File: src/rtl/sensor_trigger_pkg.sv
// Shared definitions for the sensor pin blocks: state encoding, timing defaults
// and the result-width helper.
package sensor_trigger_pkg;

    typedef enum logic [2:0] {
        S_IDLE = 3'd0,
        S_TRIG = 3'd1,
        S_WAIT = 3'd2,
        S_MEAS = 3'd3,
        S_HOLD = 3'd4
    } state_t;

    // Simulation-friendly defaults; the board build overrides the trigger width.
    localparam int SIM_TRIG_WIDTH   = 10;
    localparam int BOARD_TRIG_WIDTH = 500;
    localparam int SIM_ECHO_TIMEOUT = 50;
    localparam int SIM_MAX_WIDTH    = 1000;
    localparam int SIM_HOLDOFF      = 20;
    localparam int CNT_BITS         = 16;

    function automatic int width_bits(input int max_val);
        return $clog2(max_val + 1);
    endfunction

endpackage

File: src/rtl/sync_2ff.sv
// Two-flop synchronizer for a single asynchronous sensor pin.
module sync_2ff (
    input  logic clk,
    input  logic reset,
    input  logic d,
    output logic q
);

    logic meta;

    // Two-stage capture of the raw pin
    always_ff @(posedge clk) begin
        if (reset) begin
            meta <= 1'b0;
            q    <= 1'b0;
        end else begin
            meta <= d;
            q    <= meta;
        end
    end

endmodule

File: src/rtl/sensor_trigger.sv
// Pulse-echo sensor driver: emits a timed trigger pulse, then measures the echo
// high time with timeout and saturation, followed by a quiet holdoff period.
module sensor_trigger
    import sensor_trigger_pkg::*;
#(
    parameter int TRIG_WIDTH   = SIM_TRIG_WIDTH,
    parameter int ECHO_TIMEOUT = SIM_ECHO_TIMEOUT,
    parameter int MAX_WIDTH    = SIM_MAX_WIDTH,
    parameter int HOLDOFF      = SIM_HOLDOFF
) (
    input  logic                             clk,
    input  logic                             reset,
    input  logic                             start,
    input  logic                             echo_in,
    output logic                             trig_out,
    output logic                             busy,
    output logic                             done,
    output logic                             timeout,
    output logic [width_bits(MAX_WIDTH)-1:0] echo_width
);

    localparam int WW = width_bits(MAX_WIDTH);
    localparam int CW = CNT_BITS;
    localparam logic [CW-1:0] TRIG_LAST = CW'(TRIG_WIDTH - 1);
    localparam logic [CW-1:0] WAIT_LAST = CW'(ECHO_TIMEOUT - 1);
    localparam logic [CW-1:0] HOLD_LAST = CW'(HOLDOFF - 1);
    localparam logic [WW-1:0] W_MAX     = WW'(MAX_WIDTH);

    state_t          state, state_nxt;
    logic [CW-1:0]   cnt, cnt_nxt;
    logic [WW-1:0]   wcnt, wcnt_nxt;
    logic [WW-1:0]   width_nxt;
    logic            trig_nxt, busy_nxt, done_nxt, timeout_nxt;
    logic            echo_s;

    sync_2ff u_echo_sync (
        .clk   (clk),
        .reset (reset),
        .d     (echo_in),
        .q     (echo_s)
    );

    // State, counters and registered outputs
    always_ff @(posedge clk) begin
        if (reset) begin
            state      <= S_IDLE;
            cnt        <= '0;
            wcnt       <= '0;
            trig_out   <= 1'b0;
            busy       <= 1'b0;
            done       <= 1'b0;
            timeout    <= 1'b0;
            echo_width <= '0;
        end else begin
            state      <= state_nxt;
            cnt        <= cnt_nxt;
            wcnt       <= wcnt_nxt;
            trig_out   <= trig_nxt;
            busy       <= busy_nxt;
            done       <= done_nxt;
            timeout    <= timeout_nxt;
            echo_width <= width_nxt;
        end
    end

    // Next-state and next-output decode; cnt is shared by TRIG, WAIT and HOLD
    always_comb begin
        state_nxt   = state;
        cnt_nxt     = cnt;
        wcnt_nxt    = wcnt;
        trig_nxt    = trig_out;
        busy_nxt    = busy;
        done_nxt    = 1'b0;
        timeout_nxt = timeout;
        width_nxt   = echo_width;
        case (state)
            S_IDLE: begin
                if (start) begin
                    state_nxt = S_TRIG;
                    trig_nxt  = 1'b1;
                    busy_nxt  = 1'b1;
                    cnt_nxt   = '0;
                end else begin
                    trig_nxt  = 1'b0;
                    busy_nxt  = 1'b0;
                end
            end
            S_TRIG: begin
                if (cnt == TRIG_LAST) begin
                    trig_nxt  = 1'b0;
                    state_nxt = S_WAIT;
                    cnt_nxt   = '0;
                end else begin
                    cnt_nxt   = cnt + CW'(1);
                end
            end
            S_WAIT: begin
                // An echo already high on entry is taken as the rise
                if (echo_s) begin
                    state_nxt   = S_MEAS;
                    wcnt_nxt    = WW'(1);
                end else if (cnt == WAIT_LAST) begin
                    done_nxt    = 1'b1;
                    timeout_nxt = 1'b1;
                    width_nxt   = '0;
                    state_nxt   = S_HOLD;
                    cnt_nxt     = '0;
                end else begin
                    cnt_nxt     = cnt + CW'(1);
                end
            end
            S_MEAS: begin
                if (!echo_s) begin
                    done_nxt    = 1'b1;
                    timeout_nxt = 1'b0;
                    width_nxt   = wcnt;
                    state_nxt   = S_HOLD;
                    cnt_nxt     = '0;
                end else if (wcnt == W_MAX) begin
                    done_nxt    = 1'b1;
                    timeout_nxt = 1'b1;
                    width_nxt   = W_MAX;
                    state_nxt   = S_HOLD;
                    cnt_nxt     = '0;
                end else begin
                    wcnt_nxt    = wcnt + WW'(1);
                end
            end
            S_HOLD: begin
                if (cnt == HOLD_LAST) begin
                    state_nxt = S_IDLE;
                    busy_nxt  = 1'b0;
                end else begin
                    cnt_nxt   = cnt + CW'(1);
                end
            end
            default: begin
                state_nxt = S_IDLE;
                trig_nxt  = 1'b0;
                busy_nxt  = 1'b0;
                cnt_nxt   = '0;
            end
        endcase
    end

endmodule

File: config.mk
export PLATFORM = sky130hd
export DESIGN_NAME = sensor_trigger
export DESIGN_NICKNAME = d
export VERILOG_FILES = /design/src/rtl/sensor_trigger_pkg.sv /design/src/rtl/sync_2ff.sv /design/src/rtl/sensor_trigger.sv
export SDC_FILE = /design/constraint.sdc
export NUM_CORES = 1
export LEC_CHECK = 0
export ABC_AREA = 0
export CORE_UTILIZATION = 30
export DETAILED_ROUTE_END_ITERATION = 10
export DONT_BUFFER_PORTS = 1
export GPL_ROUTABILITY_DRIVEN = 0
export GPL_TIMING_DRIVEN = 0
export PLACE_DENSITY_LB_ADDON = 0.05
export SETUP_SLACK_MARGIN = 0.2
export SYNTH_ARGS = -nofsm -noshare
export SYNTH_HDL_FRONTEND = slang
export SYNTH_SLANG_ARGS = --single-unit
File: constraint.sdc
create_clock -name clk -period 4.7 [get_ports clk]
set_clock_uncertainty 0.1 [all_clocks]
set_input_delay 0.705 -clock clk [delete_from_list [all_inputs] [get_ports clk]]
set_output_delay 0.705 -clock clk [all_outputs]
set_load 0.05 [all_outputs]
Word level (Yosys, flattened, before mapping):

Cells that the tools add are included.

* flip-flop bits (word level): 45
* logic and storage cells: 83

* add/subtract/negate cells: 2
* eq/ne operators: 19
* mux-type cells: 40
* bitwise gates (word level): 2
* reduce and logical (&&, ||, !) cells: 10

Operator list (count)
* $mux W16: 7
* $pmux W16 S5: 1
* $mux W10: 7
* $pmux W10 S2: 2
* $mux W3: 7
* $add A16 B1 Y16 const B: 1
* $eq A16 B4 Y1 const B: 1
* $eq A16 B5 Y1 const B: 1
* $eq A16 B6 Y1 const B: 1
* $pmux W3 S5: 1
* $ne A2 B2 Y1 const B: 7
* $reduce_and A4 Y1: 3
* $mux W1: 11
* $add A10 B1 Y10 const B: 1
* $eq A10 B10 Y1 const B: 1
* $eq A3 B2 Y1 const B: 2
* $pmux W1 S3: 2
* $reduce_or A3 Y1: 2
* $reduce_and A5 Y1: 1
* $ne A2 B1 Y1 const B: 2
* $pmux W1 S2: 2
* $reduce_and A2 Y1: 2
* $eq A3 B1 Y1 const B: 1
* $eq A3 B3 Y1 const B: 1
* other kinds (5): 6

Logic depth before layout (Yosys ltp):

Gate-level depths: netlist of the first run.

* depth after elaboration: 4
* gate-level depth with buffers: 9
* mapped depth without buffers: 7

Cells and area by module:

Synthesis of the first run repeated with hierarchy kept, for this count alone.

* cells, all modules: 266
* area total of the unflattened synthesis: 2258.4 um^2

Modules (own cells, without submodules)
* sensor_trigger: times used 1, cells an instance 262, area each 2205.9 um^2
* sync_2ff: times used 1, cells an instance 4, area each 52.6 um^2

Least setup slack after synthesis of the first run:

No wires, ideal clock.

* kind: flip-flop to flip-flop
* start point: register cnt[0]
* end point: register cnt[0]
* data arrival time: 2134 ps
* data required time: 4486 ps
* path slack: 2351 ps
* cell stages (with the launch flop): 9
* path buffers: 2
* period minus slack after synthesis: 2349 ps
* cell sequence: dfxtp_1 ha_1 or4bb_1 nor4_2 a221o_2 buf_2 buf_4 xor2_1 nor2_1

* cells in the longest elaborated chain, start to end: 4

Ends and longest elaborated chain
* start: declaration: RTL line sensor_trigger.sv:30 `logic [CW-1:0] cnt, cnt_nxt;`
* start signal: assignment: RTL line sensor_trigger.sv:56 `cnt <= cnt_nxt;`
* $add A16 B1 Y16 / $eq A16 B6 Y1 (equally long branches)
* $mux W16: RTL line sensor_trigger.sv:102 `end else if (cnt == WAIT_LAST) begin`
* $mux W16: RTL line sensor_trigger.sv:99 `if (echo_s) begin`
* $pmux W16 S5: RTL line sensor_trigger.sv:76 `case (state)`

Several ways; a longest one is shown, not always the timed one. The select of a mux whose other input is x is not followed.
A chain may end at the register's enable or synchronous reset.

Worst setup path in the final report of the first run:

Ends and elaborated chain as after synthesis.

==> results.txt, run 1 <==
----------------------------------------------------
[Status]
  Outcome ... completed

[Hold path]
  Cell count of the worst hold path ... 1
  Hold Crit Start ... u_echo_sync.meta
  Hold Crit Class ... reg -> reg
  Terminating pin of the worst hold path ... u_echo_sync.q

[Layout]
  Count of antenna diodes in the layout ... 0
  Area added between synthesis and finish ... 10.1%
  Post-route insts no fill ... 364
  Post-layout instance area ... 2420 um^2
  Net count of the finished layout ... 275
  Final standard cell utilization of the core ... 34.8%
  Multi-input combinational cell area ... 1190 um^2
  Share of cells above drive strength 1 ... 9.33%
  Area occupied by registers ... 901 um^2
  Filler instances ... 741

[GRT]
  Antenna violations before repair ... 0
  Via count of the first global-routing pass ... 1,726
  Overflow left after global routing ... 0
  Largest net degree at the start of global routing ... 14
  Wire length of the first global-routing pass ... 8.81 mm
  Total global-route track usage ... 15.1%

[Worst setup path]
  Terminus of the critical flop-to-flop path ... cnt[0]
  Critical Path Sink Type ... flop
  Ordered cell list for the critical path ... ha_1 > or4bb_1 > nor4_2 > a221o_2 > buf_2 > buf_4 > xor2_1 > nor2_1
  Worst path required time ... 4800 ps
  Reg2reg path depth ... 8
  Kind of critical path ... reg -> reg
  Kind of start point of the critical path ... flop
  Largest fanout on the critical path ... 10
  Slowest stage cell on the critical path ... sky130_fd_sc_hd__or4bb_1
  Launch instance of the worst register-to-register path ... cnt[0]
  Arrival time worst endpoint ... 2880 ps
  Slack of the worst reg-to-reg path ... 1920 ps
  Slowest Stage Delay on Critical Path ... 540 ps

[Floorplan]
  Starting Density ... 31.6%
  I/O Pins ... 18
  FP Rows ... 30
  Chip width ... 87.6 um
  Die Footprint ... 7670 um^2
  Core area ... 6940 um^2
  Overall die height ... 87.6 um

[Logic synthesis]
  Area share of the largest cell type after synthesis ... 41.0%
  Seq/Total Area, Yosys ... 41.0%
  Number of unique standard cell types used by synthesis ... 50
  Most used flip-flop cell after synthesis ... sky130_fd_sc_hd__dfxtp_1
  Post-synthesis cell type with the largest combined area ... sky130_fd_sc_hd__dfxtp_1
  Number of synthesized flops with an enable pin ... 0
  Syn avg cell area ... 8.45 um^2
  Number of standard cells after synthesis ... 260
  Register bit total from synthesis ... 45
  Post-synthesis net count ... 268
  Ys async rst share ... 0%
  Top cells by area in the synthesized netlist ... sky130_fd_sc_hd__dfxtp_1 (41%), sky130_fd_sc_hd__a21oi_1 (8.0%), sky130_fd_sc_hd__o21ai_0 (6.6%), sky130_fd_sc_hd__nand3_1 (3.6%), sky130_fd_sc_hd__or3_1 (3.1%)
  Warnings, synthesis ... 0
  Netlist area before placement ... 2200 um^2

[Clock network]
  Clock insertion delay at the later pin of the skew report ... 310 ps
  Clock-pin slew on the worst setup and hold paths ... 90 ps
  Clock tree from TritonCTS ... yes
  Post-cts resize count ... 0
  Inserted Clock Buffers ... 5
  Number of setup buffers added after CTS ... 0
  Level count of the clock H-tree ... 2
  Cts hold-fix bufs ... 0
  CTS Root Cell ... sky130_fd_sc_hd__clkbuf_8
  Clock Path Buffers ... 2
  Clock sink total ... 45

[Pwr]
  Pwr/cell area ... 305 nW/um^2
  IR Drop Worst-Case VDD ... 0.0000957 V
  Leak pwr ... 0.000762 uW

[Run]
  Max-Cap Viols ... 0

[Timing]
  Final WS setup ... 1920 ps
  Max-slew violation count ... 0
  Final hold viol count ... 0
  Final period util ... 59.1%
  Final setup violation count ... 0
  Slew Limit Headroom ... 30.7%
  Setup TNS ... 0 ps
  RSZ-0062 raised after global routing ... false
  Highest clock frequency the design can meet ... 0.360 GHz
  Crit path time final ... 2780 ps
  Transition time at the pin with the least slew margin ... 1040 ps

[Placement]
  Placed Area ... 2320 um^2
  Post-placement setup slack ... 1910 ps
  Placed wire-length estimate after detailed placement ... 3.81 mm
  Count of buffers inserted at the top-level ports ... 0
  Total placed cells including tap cells ... 356

[Drt]
  Post-DR vias/cell ... 5.25
  Pre-Repair DR Iteration Count ... 4
  Post-route ant nets ... 0
  Number of remaining DRC errors ... 0
  DR vias ... 1,910
  Routed len/inst ... 14.7 um
  Drt initial violations ... 104
  Total wire length after detailed routing ... 5.34 mm

----------------------------------------------------
-- registers in the layout (all words and copies together), names as in the netlist --
register	cells
u_echo_sync.q	1
cnt	16
u_echo_sync.meta	1
echo_width	10
trig_out	1
wcnt	10
busy	1
state	3
done	1
timeout	1
-- critical path, delay by kind of cell (launching register included) --
kind | cells | cell delay, ps
xor gates and xnor gates | 1 | 150
AOI/OAI and AO/OA | 1 | 290
and+or+nand+nor | 3 | 890
buffers and inverters | 2 | 460
adders and majority gates | 1 | 330
DFF | 1 | 450
-- routing by layer --
| layer | GRT usage (%) | share of wire (%) | vias to the layer above |
|---|---|---|---|
| met5 | 0 | 0 | - |
| met4 | 5.37 | 1.5 | 0 |
| met3 | 2.92 | 3.4 | 8 |
| met2 | 20.7 | 42 | 26 |
| met1 | 23.0 | 53 | 910 |
| li1 | - | - | 966 |
-- report_power, final --
part           switching [uW]  internal, uW
clock network             140           133
registers                12.9           387
logic                    43.3          22.2
-- synthesized netlist by cell type (all sizes together) (2+ instances only) --
library cell  instances
nand4                 3
nor4                  2
dfxtp                45
nor2                 17
or3                  11
o41ai                 2
clkbuf                7
a221o                 2
a21oi                35
nor3                  5
buf                   7
a2111oi               2
nand2                12
nand2b                2
o31ai                 6
and4                  2
xnor2                 2
ha                    4
and2                  3
or2                   2
xor2                  6
inv                  10
nor2b                 4
nand3                16
and3                  2
o21ai                30
or4                   7
-- cell usage in the layout, fill, tap and decap left out, types with 3 or more instances in the layout --
master,synthesis,layout
sky130_fd_sc_hd__dfxtp_1,45,45
sky130_fd_sc_hd__inv_1,10,10
sky130_fd_sc_hd__clkbuf_8,0,7
sky130_fd_sc_hd__xor2_1,6,6
sky130_fd_sc_hd__a21oi_1,35,35
sky130_fd_sc_hd__nor2b_1,4,4
sky130_fd_sc_hd__nor2_1,17,17
sky130_fd_sc_hd__ha_1,4,4
sky130_fd_sc_hd__buf_2,4,4
sky130_fd_sc_hd__o21ai_0,29,29
sky130_fd_sc_hd__clkbuf_1,7,7
sky130_fd_sc_hd__nand4_1,3,3
sky130_fd_sc_hd__nand3_1,16,16
sky130_fd_sc_hd__or4_1,7,7
sky130_fd_sc_hd__nor3_1,4,4
sky130_fd_sc_hd__or3_1,11,11
sky130_fd_sc_hd__nand2_1,12,12
sky130_fd_sc_hd__o31ai_1,6,6
sky130_fd_sc_hd__and2_1,3,3
-- worst max path at each step --
stage	end	startpoint
2_1_floorplan	cnt[0]	cnt[0]
3_5_place_dp	cnt[0]	cnt[0]
5_1_grt	cnt[5]	cnt[0]
4_1_cts	cnt[0]	cnt[0]
6_report	cnt[0]	cnt[0]
3_3_place_gp	cnt[5]	cnt[0]
-- cells by family (layout without fill, tap and decap cells) --
kind of cell,after synthesis,after routing,share of synthesized area (%)
AOI/OAI and AO/OA,84,84,23.5
xor gates and xnor gates,8,8,3.19
adders and majority gates,4,4,2.28
buffers and inverters,24,32,5.01
DFF,45,45,41.0
and+or+nand+nor,95,95,25.0
-- final cells by class --
class | instances | area share [%]
clock inverter | 1 | 0.207
multi-input combinational | 191 | 49.0
sequential | 45 | 37.2
inverter | 10 | 1.55
tap | 96 | 4.97
buffer | 14 | 3.00
clock buffer | 7 | 3.98
-- per-stage QoR --
stage               hold WS (ps)  total power (uW)
finish                       343               738
CTS                          349               748
global placement             318               476
detailed placement           328               474
global route                 371               773
floorplan                    314               455
Note: power is estimated with default switching activity, not from simulation.
==> run 2: changes to the inputs <==
==> constraint.sdc (replaced) <==
create_clock -name clk -period 2.6 [get_ports clk]
set_clock_uncertainty 0.1 [all_clocks]
set_input_delay 0.39 -clock clk [delete_from_list [all_inputs] [get_ports clk]]
set_output_delay 0.39 -clock clk [all_outputs]
set_load 0.05 [all_outputs]
==> run 2 against run 1 <==
  * First-iteration DRC count fell by 5.8%
  * Critical path depth rose by 1
  * Sequential share of layout area is 2.3 points lower
==> results.txt, run 2 (same netlist as run 1, synthesis figures left out) <==
----------------------------------------------------
[Status]
  Outcome ... completed

[Timing]
  Slew Limit Headroom ... 57.2% (+26 points)
  Highest clock frequency the design can meet ... 0.425 GHz (+18%)
  Max-slew violation count ... 0 (unchanged)
  Transition time at the pin with the least slew margin ... 638 ps (-398 ps)
  RSZ-0062 raised after global routing ... false
  Final WS setup ... 248 ps (-1670 ps)
  Final hold viol count ... 0 (unchanged)
  Final setup violation count ... 0 (unchanged)
  Crit path time final ... 2350 ps (-425 ps)
  Final period util ... 90.5% (+31 points)

[Pwr]
  Total power consumption of the routed design ... 1370 uW (+85%)
  Logic pwr share ... 11.0% (+2.1 points)
  Switching power share of the total ... 26.6% (+0.063 points)
  Pwr/cell area ... 522 nW/um^2 (+71%)
  Internal power consumption ... 1000 uW (+85%)
  Clock power frac ... 36.2% (-0.8 points)
  IR Drop Worst-Case VDD ... 0.000172 V (+80%)
  Leak pwr ... 0.000845 uW (+11%)
  Sequential cell fraction of total power ... 52.8% (-1.3 points)
  NetSw ... 363 uW (+85%)

[GRT]
  Overflow left after global routing ... 0 (unchanged)
  Antenna violations before repair ... 0 (unchanged)
  Largest net degree at the start of global routing ... 14 (unchanged)
  Total global-route track usage ... 15.4% (+0.38 points)
  Wire length of the first global-routing pass ... 9.05 mm (+2.7%)
  Via count of the first global-routing pass ... 1,793 (+3.9%)

[Floorplan]
  Overall die height ... 87.6 um (unchanged)
  I/O Pins ... 18 (unchanged)
  Starting Density ... 31.6% (unchanged)
  FP Rows ... 30 (unchanged)
  Die Footprint ... 7670 um^2 (unchanged)
  Chip width ... 87.6 um (unchanged)
  Core area ... 6940 um^2 (unchanged)

[Placement]
  Post-placement setup slack ... -192 ps (-2100 ps)
  Total placed cells including tap cells ... 356 (unchanged)
  Count of buffers inserted at the top-level ports ... 0 (unchanged)
  Placed wire-length estimate after detailed placement ... 3.81 mm (unchanged)

[Layout]
  Number of flip-flops under the largest register name ... 16 (unchanged)
  Most common library cell in the layout ignoring fill and taps ... sky130_fd_sc_hd__dfxtp_1
  Net count of the finished layout ... 287 (+4.4%)
  Register ranked first by flip-flop count ... cnt
  Multi-input combinational cell area ... 1250 um^2 (+5.7%)
  Share of cells above drive strength 1 ... 18.9% (+9.6 points)
  Commonest non-fill, non-tap cells in the layout ... sky130_fd_sc_hd__dfxtp_1 (41), sky130_fd_sc_hd__a21oi_1 (33), sky130_fd_sc_hd__o21ai_0 (29), sky130_fd_sc_hd__nor2_1 (17), sky130_fd_sc_hd__nand3_1 (16)
  Count of antenna diodes in the layout ... 0 (unchanged)
  Leading registers by flop count ... cnt (16), echo_width (10), wcnt (10)
  Area added between synthesis and finish ... 19.0%
  Post-route insts no fill ... 376 (+3.3%)
  Filler instances ... 739 (-0.27%)
  Area occupied by registers ... 913 um^2 (+1.4%)

[Clock network]
  Clock sink total ... 45 (unchanged)
  Level count of the clock H-tree ... 2 (unchanged)
  Clock Path Buffers ... 2 (unchanged)
  CTS Root Cell ... sky130_fd_sc_hd__clkbuf_8
  Clock insertion delay at the later pin of the skew report ... 300 ps (about the same)
  Inserted Clock Buffers ... 5 (unchanged)
  Clock-pin slew on the worst setup and hold paths ... 90 ps (about the same)
  Clock tree from TritonCTS ... yes

[Worst setup path]
  Arrival time worst endpoint ... 2500 ps (-380 ps)
  Critical Path Sink Type ... flop
  Worst path required time ... 2740 ps (-2060 ps)
  Reg2reg path depth ... 9 (+1)
  Largest fanout on the critical path ... 3 (-7)
  Kind of start point of the critical path ... flop
  Kind of critical path ... reg -> reg

[Run]
  Max-Cap Viols ... 0 (unchanged)

[Drt]
  Post-route ant nets ... 0 (unchanged)
  Post-DR vias/cell ... 5.24 (-0.20%)
  DR vias ... 1,969 (+3.1%)
  Routed len/inst ... 14.9 um (+1.5%)
  Number of remaining DRC errors ... 0 (unchanged)
  Drt initial violations ... 98 (-5.8%)
  Total wire length after detailed routing ... 5.60 mm (+4.9%)
  Pre-Repair DR Iteration Count ... 4 (unchanged)

[Hold path]
  Cell count of the worst hold path ... 1 (unchanged)
  Hold Crit Class ... in -> reg

----------------------------------------------------
-- run 2: changes by cell type in the layout (fill, tap and decap cells not counted), moves of 3 or more --
cell | before | now
sky130_fd_sc_hd__buf_6 | 1 | 4
sky130_fd_sc_hd__dfxtp_1 | 45 | 41
sky130_fd_sc_hd__buf_4 | 2 | 11
sky130_fd_sc_hd__or4_4 | 0 | 3
sky130_fd_sc_hd__dfxtp_4 | 0 | 3
sky130_fd_sc_hd__or4_1 | 7 | 4
-- run 2: critical path, stage by stage, from the launching register on --
cell and delay [ps]:
sky130_fd_sc_hd__dfxtp_2 330, sky130_fd_sc_hd__inv_2 80, sky130_fd_sc_hd__ha_4 130, sky130_fd_sc_hd__and4bb_4 260, sky130_fd_sc_hd__a31oi_4 90, sky130_fd_sc_hd__a221o_2 400
sky130_fd_sc_hd__buf_6 140, sky130_fd_sc_hd__buf_4 130, sky130_fd_sc_hd__or4_1 490, sky130_fd_sc_hd__a21oi_1 130
-- run 2: power groups by stage --
stage	Combinational (uW)	Sequential, uW	Clock, uW
2_1_floorplan	87.0	735	0
3_3_place_gp	120	739	0
3_5_place_dp	118	739	0
4_1_cts	131	724	511
5_1_grt	166	724	539
6_report	150	721	494
-- run 2: repair_timing --
action | in CTS | in global routing
gates resized for setup | 12 | 19
endpoints found under the setup margin | 16 | 16
pin swaps | 7 | 7
buffers inserted | 8 | 4
hold buffers | 0 | 0
-- run 2: worst paths after layout --
check / startpoint / end / slack [ps]
hold reg to reg: u_echo_sync.meta / u_echo_sync.q / 340
setup / recovery: wcnt[0] / cnt[9] / 250
setup reg to reg: wcnt[0] / cnt[9] / 250
hold / removal: echo_in / u_echo_sync.meta / 120
-- run 2: area by class of cell --
class,count,share of cell area [%]
Buffer,14,3.59
Clock buffer,7,3.69
Clock inverter,1,0.191
Inverter,10,1.44
Multi-Input combinational cell,191,48.0
Sequential cell,45,34.9
Tap cell,96,4.60
Timing Repair Buffer,12,3.59
-- run 2: routing by layer --
metal	global-route usage [%]	routed length (um)	up-vias
li1	-	-	991
met1	23.3	2950	947
met5	0	0	-
met3	2.92	142	8
met4	5.37	80	0
met2	21.7	2430	23
-- run 2: per-stage QoR --
stage	area [um^2]	TNS [ps]	hold slack (ps)	utilization, %
5_1_grt	2610	0	116	37.6
2_1_floorplan	2200	0	314	-
3_5_place_dp	2320	-1820	328	33.4
4_1_cts	2520	0	116	36.3
6_report	2610	0	115	37.6
3_3_place_gp	2320	-1980	318	33.4
==> run 3: changes to the inputs <==
--- a/config.mk
+++ b/config.mk
@@ -13,6 +13,7 @@
 export GPL_TIMING_DRIVEN = 0
 export PLACE_DENSITY_LB_ADDON = 0.05
 export SETUP_SLACK_MARGIN = 0.2
+export SKIP_CTS_REPAIR_TIMING = 1
 export SYNTH_ARGS = -nofsm -noshare
 export SYNTH_HDL_FRONTEND = slang
 export SYNTH_SLANG_ARGS = --single-unit
==> run 3 against run 2 <==
  * Non-clock buffer count grew 10
  * Total power grew 1.6%
  * Combinational power rose by 15%
  * Clock power barely moved
  * Critical path type unchanged
  * Core utilization grew 1.2 points
  * Die area is the same
  * Maximum frequency is 1.6% lower
  * Sequential power barely moved
  * Count of clock-buffer cells in the layout did not move
  * Register-to-register slack got worse by 40 ps
  * Cell count is 2.7% higher
==> results.txt, run 3 (same netlist as run 1, synthesis figures left out) <==
----------------------------------------------------
[Timing]
  Max-slew violation count ... 0 (unchanged)
  Setup TNS ... 0 ps (unchanged)
  Final period util ... 91.9% (+1.4 points)
  Final WS setup ... 210 ps (-37.5 ps)
  Crit path time final ... 2390 ps (+37.5 ps)
  Slew Limit Headroom ... 54.8% (-2.3 points)
  Final hold viol count ... 0 (unchanged)
  Transition time at the pin with the least slew margin ... 673 ps (+34.8 ps)
  RSZ-0062 raised after global routing ... true
  Final setup violation count ... 0 (unchanged)
  Highest clock frequency the design can meet ... 0.418 GHz (-1.6%)

[GRT]
  Total global-route track usage ... 15.1% (-0.38 points)
  Antenna violations before repair ... 0 (unchanged)
  Wire length of the first global-routing pass ... 8.81 mm (-2.6%)
  Largest net degree at the start of global routing ... 14 (unchanged)
  Via count of the first global-routing pass ... 1,726 (-3.7%)
  Overflow left after global routing ... 0 (unchanged)

[Floorplan]
  Chip width ... 87.6 um (unchanged)
  Overall die height ... 87.6 um (unchanged)
  Die Footprint ... 7670 um^2 (unchanged)
  FP Rows ... 30 (unchanged)
  I/O Pins ... 18 (unchanged)
  Core area ... 6940 um^2 (unchanged)
  Starting Density ... 31.6% (unchanged)

[Layout]
  Commonest non-fill, non-tap cells in the layout ... sky130_fd_sc_hd__dfxtp_1 (41), sky130_fd_sc_hd__a21oi_1 (34), sky130_fd_sc_hd__o21ai_0 (29), sky130_fd_sc_hd__buf_4 (19), sky130_fd_sc_hd__nor2_1 (17)
  Register ranked first by flip-flop count ... cnt
  Most common library cell in the layout ignoring fill and taps ... sky130_fd_sc_hd__dfxtp_1
  Number of flip-flops under the largest register name ... 16 (unchanged)
  Count of antenna diodes in the layout ... 0 (unchanged)
  Post-layout instance area ... 2700 um^2 (+3.3%)
  Leading registers by flop count ... cnt (16), echo_width (10), wcnt (10)
  Share of cells above drive strength 1 ... 22.1% (+3.1 points)
  Post-route insts no fill ... 386 (+2.7%)
  Net count of the finished layout ... 297 (+3.5%)
  Area added between synthesis and finish ... 22.9%

[Hold path]
  Hold Crit Class ... in -> reg
  Cell count of the worst hold path ... 1 (unchanged)
  Terminating pin of the worst hold path ... u_echo_sync.meta
  Hold Crit Start ... echo_in

[Worst setup path]
  Ordered cell list for the critical path ... inv_2 > ha_4 > and4bb_4 > a31oi_4 > a221o_2 > buf_6 > or4_1 > a21oi_1
  Arrival time worst endpoint ... 2530 ps (+30 ps)
  Slack of the worst reg-to-reg path ... 210 ps (-40 ps)
  Slowest stage cell on the critical path ... sky130_fd_sc_hd__a221o_2
  Launch instance of the worst register-to-register path ... wcnt[0]
  Kind of start point of the critical path ... flop
  Terminus of the critical flop-to-flop path ... cnt[15]
  Worst path required time ... 2740 ps (about the same)
  Slowest Stage Delay on Critical Path ... 490 ps (about the same)
  Reg2reg path depth ... 8 (-1)
  Largest fanout on the critical path ... 6 (+3)
  Kind of critical path ... reg -> reg
  Critical Path Sink Type ... flop

[Placement]
  Count of buffers inserted at the top-level ports ... 0 (unchanged)
  Placed wire-length estimate after detailed placement ... 3.81 mm (unchanged)
  Placed Area ... 2320 um^2 (unchanged)
  Total placed cells including tap cells ... 356 (unchanged)
  Post-placement setup slack ... -192 ps (unchanged)

[Status]
  Outcome ... completed

[Clock network]
  Clock sink total ... 45 (unchanged)
  CTS Root Cell ... sky130_fd_sc_hd__clkbuf_8
  Clock-pin slew on the worst setup and hold paths ... 90 ps (about the same)
  Clock tree from TritonCTS ... yes
  Level count of the clock H-tree ... 2 (unchanged)
  Clock Path Buffers ... 2 (unchanged)
  Inserted Clock Buffers ... 5 (unchanged)
  Clock insertion delay at the later pin of the skew report ... 310 ps (about the same)

[Pwr]
  Pwr/cell area ... 514 nW/um^2 (-1.7%)
  Total power consumption of the routed design ... 1390 uW (+1.6%)
  IR Drop Worst-Case VDD ... 0.000171 V (-0.70%)
  Leak pwr ... 0.000900 uW (+6.5%)

[Drt]
  Pre-Repair DR Iteration Count ... 4 (unchanged)
  Post-route ant nets ... 0 (unchanged)
  Drt initial violations ... 142 (+45%)
  DR vias ... 1,991 (+1.1%)
  Number of remaining DRC errors ... 0 (unchanged)
  Routed len/inst ... 15.0 um (+0.42%)
  Total wire length after detailed routing ... 5.77 mm (+3.1%)
  Post-DR vias/cell ... 5.16 (-1.5%)

[Run]
  Max-Cap Viols ... 0 (unchanged)

----------------------------------------------------
-- run 3: area by class of cell --
| class | instances | area, um^2 |
|---|---|---|
| Tap cell | 96 | 120 |
| Clock buffer | 7 | 96.3 |
| Inverter | 10 | 37.5 |
| Clock inverter | 1 | 5.00 |
| Timing Repair Buffer | 22 | 170 |
| Fill cell | 732 | 4240 |
| Multi-Input combinational cell | 191 | 1270 |
| Buffer | 14 | 88.8 |
| Sequential cell | 45 | 913 |
-- run 3: metal layers --
layer / global-route usage, % / vias up / share of wire [%]
li1: - / 1010 / -
met1: 23.0 / 950 / 53
met2: 20.7 / 23 / 43
met3: 2.92 / 8 / 2.8
met4: 5.37 / 0 / 1.4
met5: 0 / - / 0
-- run 3: where the power goes --
part           internal [uW]  switching, uW
Combinational           77.8           94.3
Clock                    241            253
Sequential               698           22.7
-- run 3: worst max path at each step --
stage	to	startpoint
finish	cnt[15]	wcnt[0]
floorplan	cnt[0]	cnt[0]
global route	cnt[6]	wcnt[0]
CTS	cnt[0]	cnt[0]
detailed placement	cnt[0]	cnt[0]
global placement	cnt[5]	cnt[0]
-- run 3: critical path: cells and delay by family (launching register included) --
kind,cells,cell delay (ps)
compound gates,3,730
simple gates,2,760
flops,1,350
fa+ha+maj,1,140
buf+inv,2,250
-- run 3: metrics by stage --
| stage | utilization (%) | hold WS, ps |
|---|---|---|
| after global routing | 38.9 | 115 |
| after CTS | 34.8 | 115 |
| after floorplan | - | 314 |
| after detailed placement | 33.4 | 328 |
| final | 38.9 | 114 |
| after global placement | 33.4 | 318 |
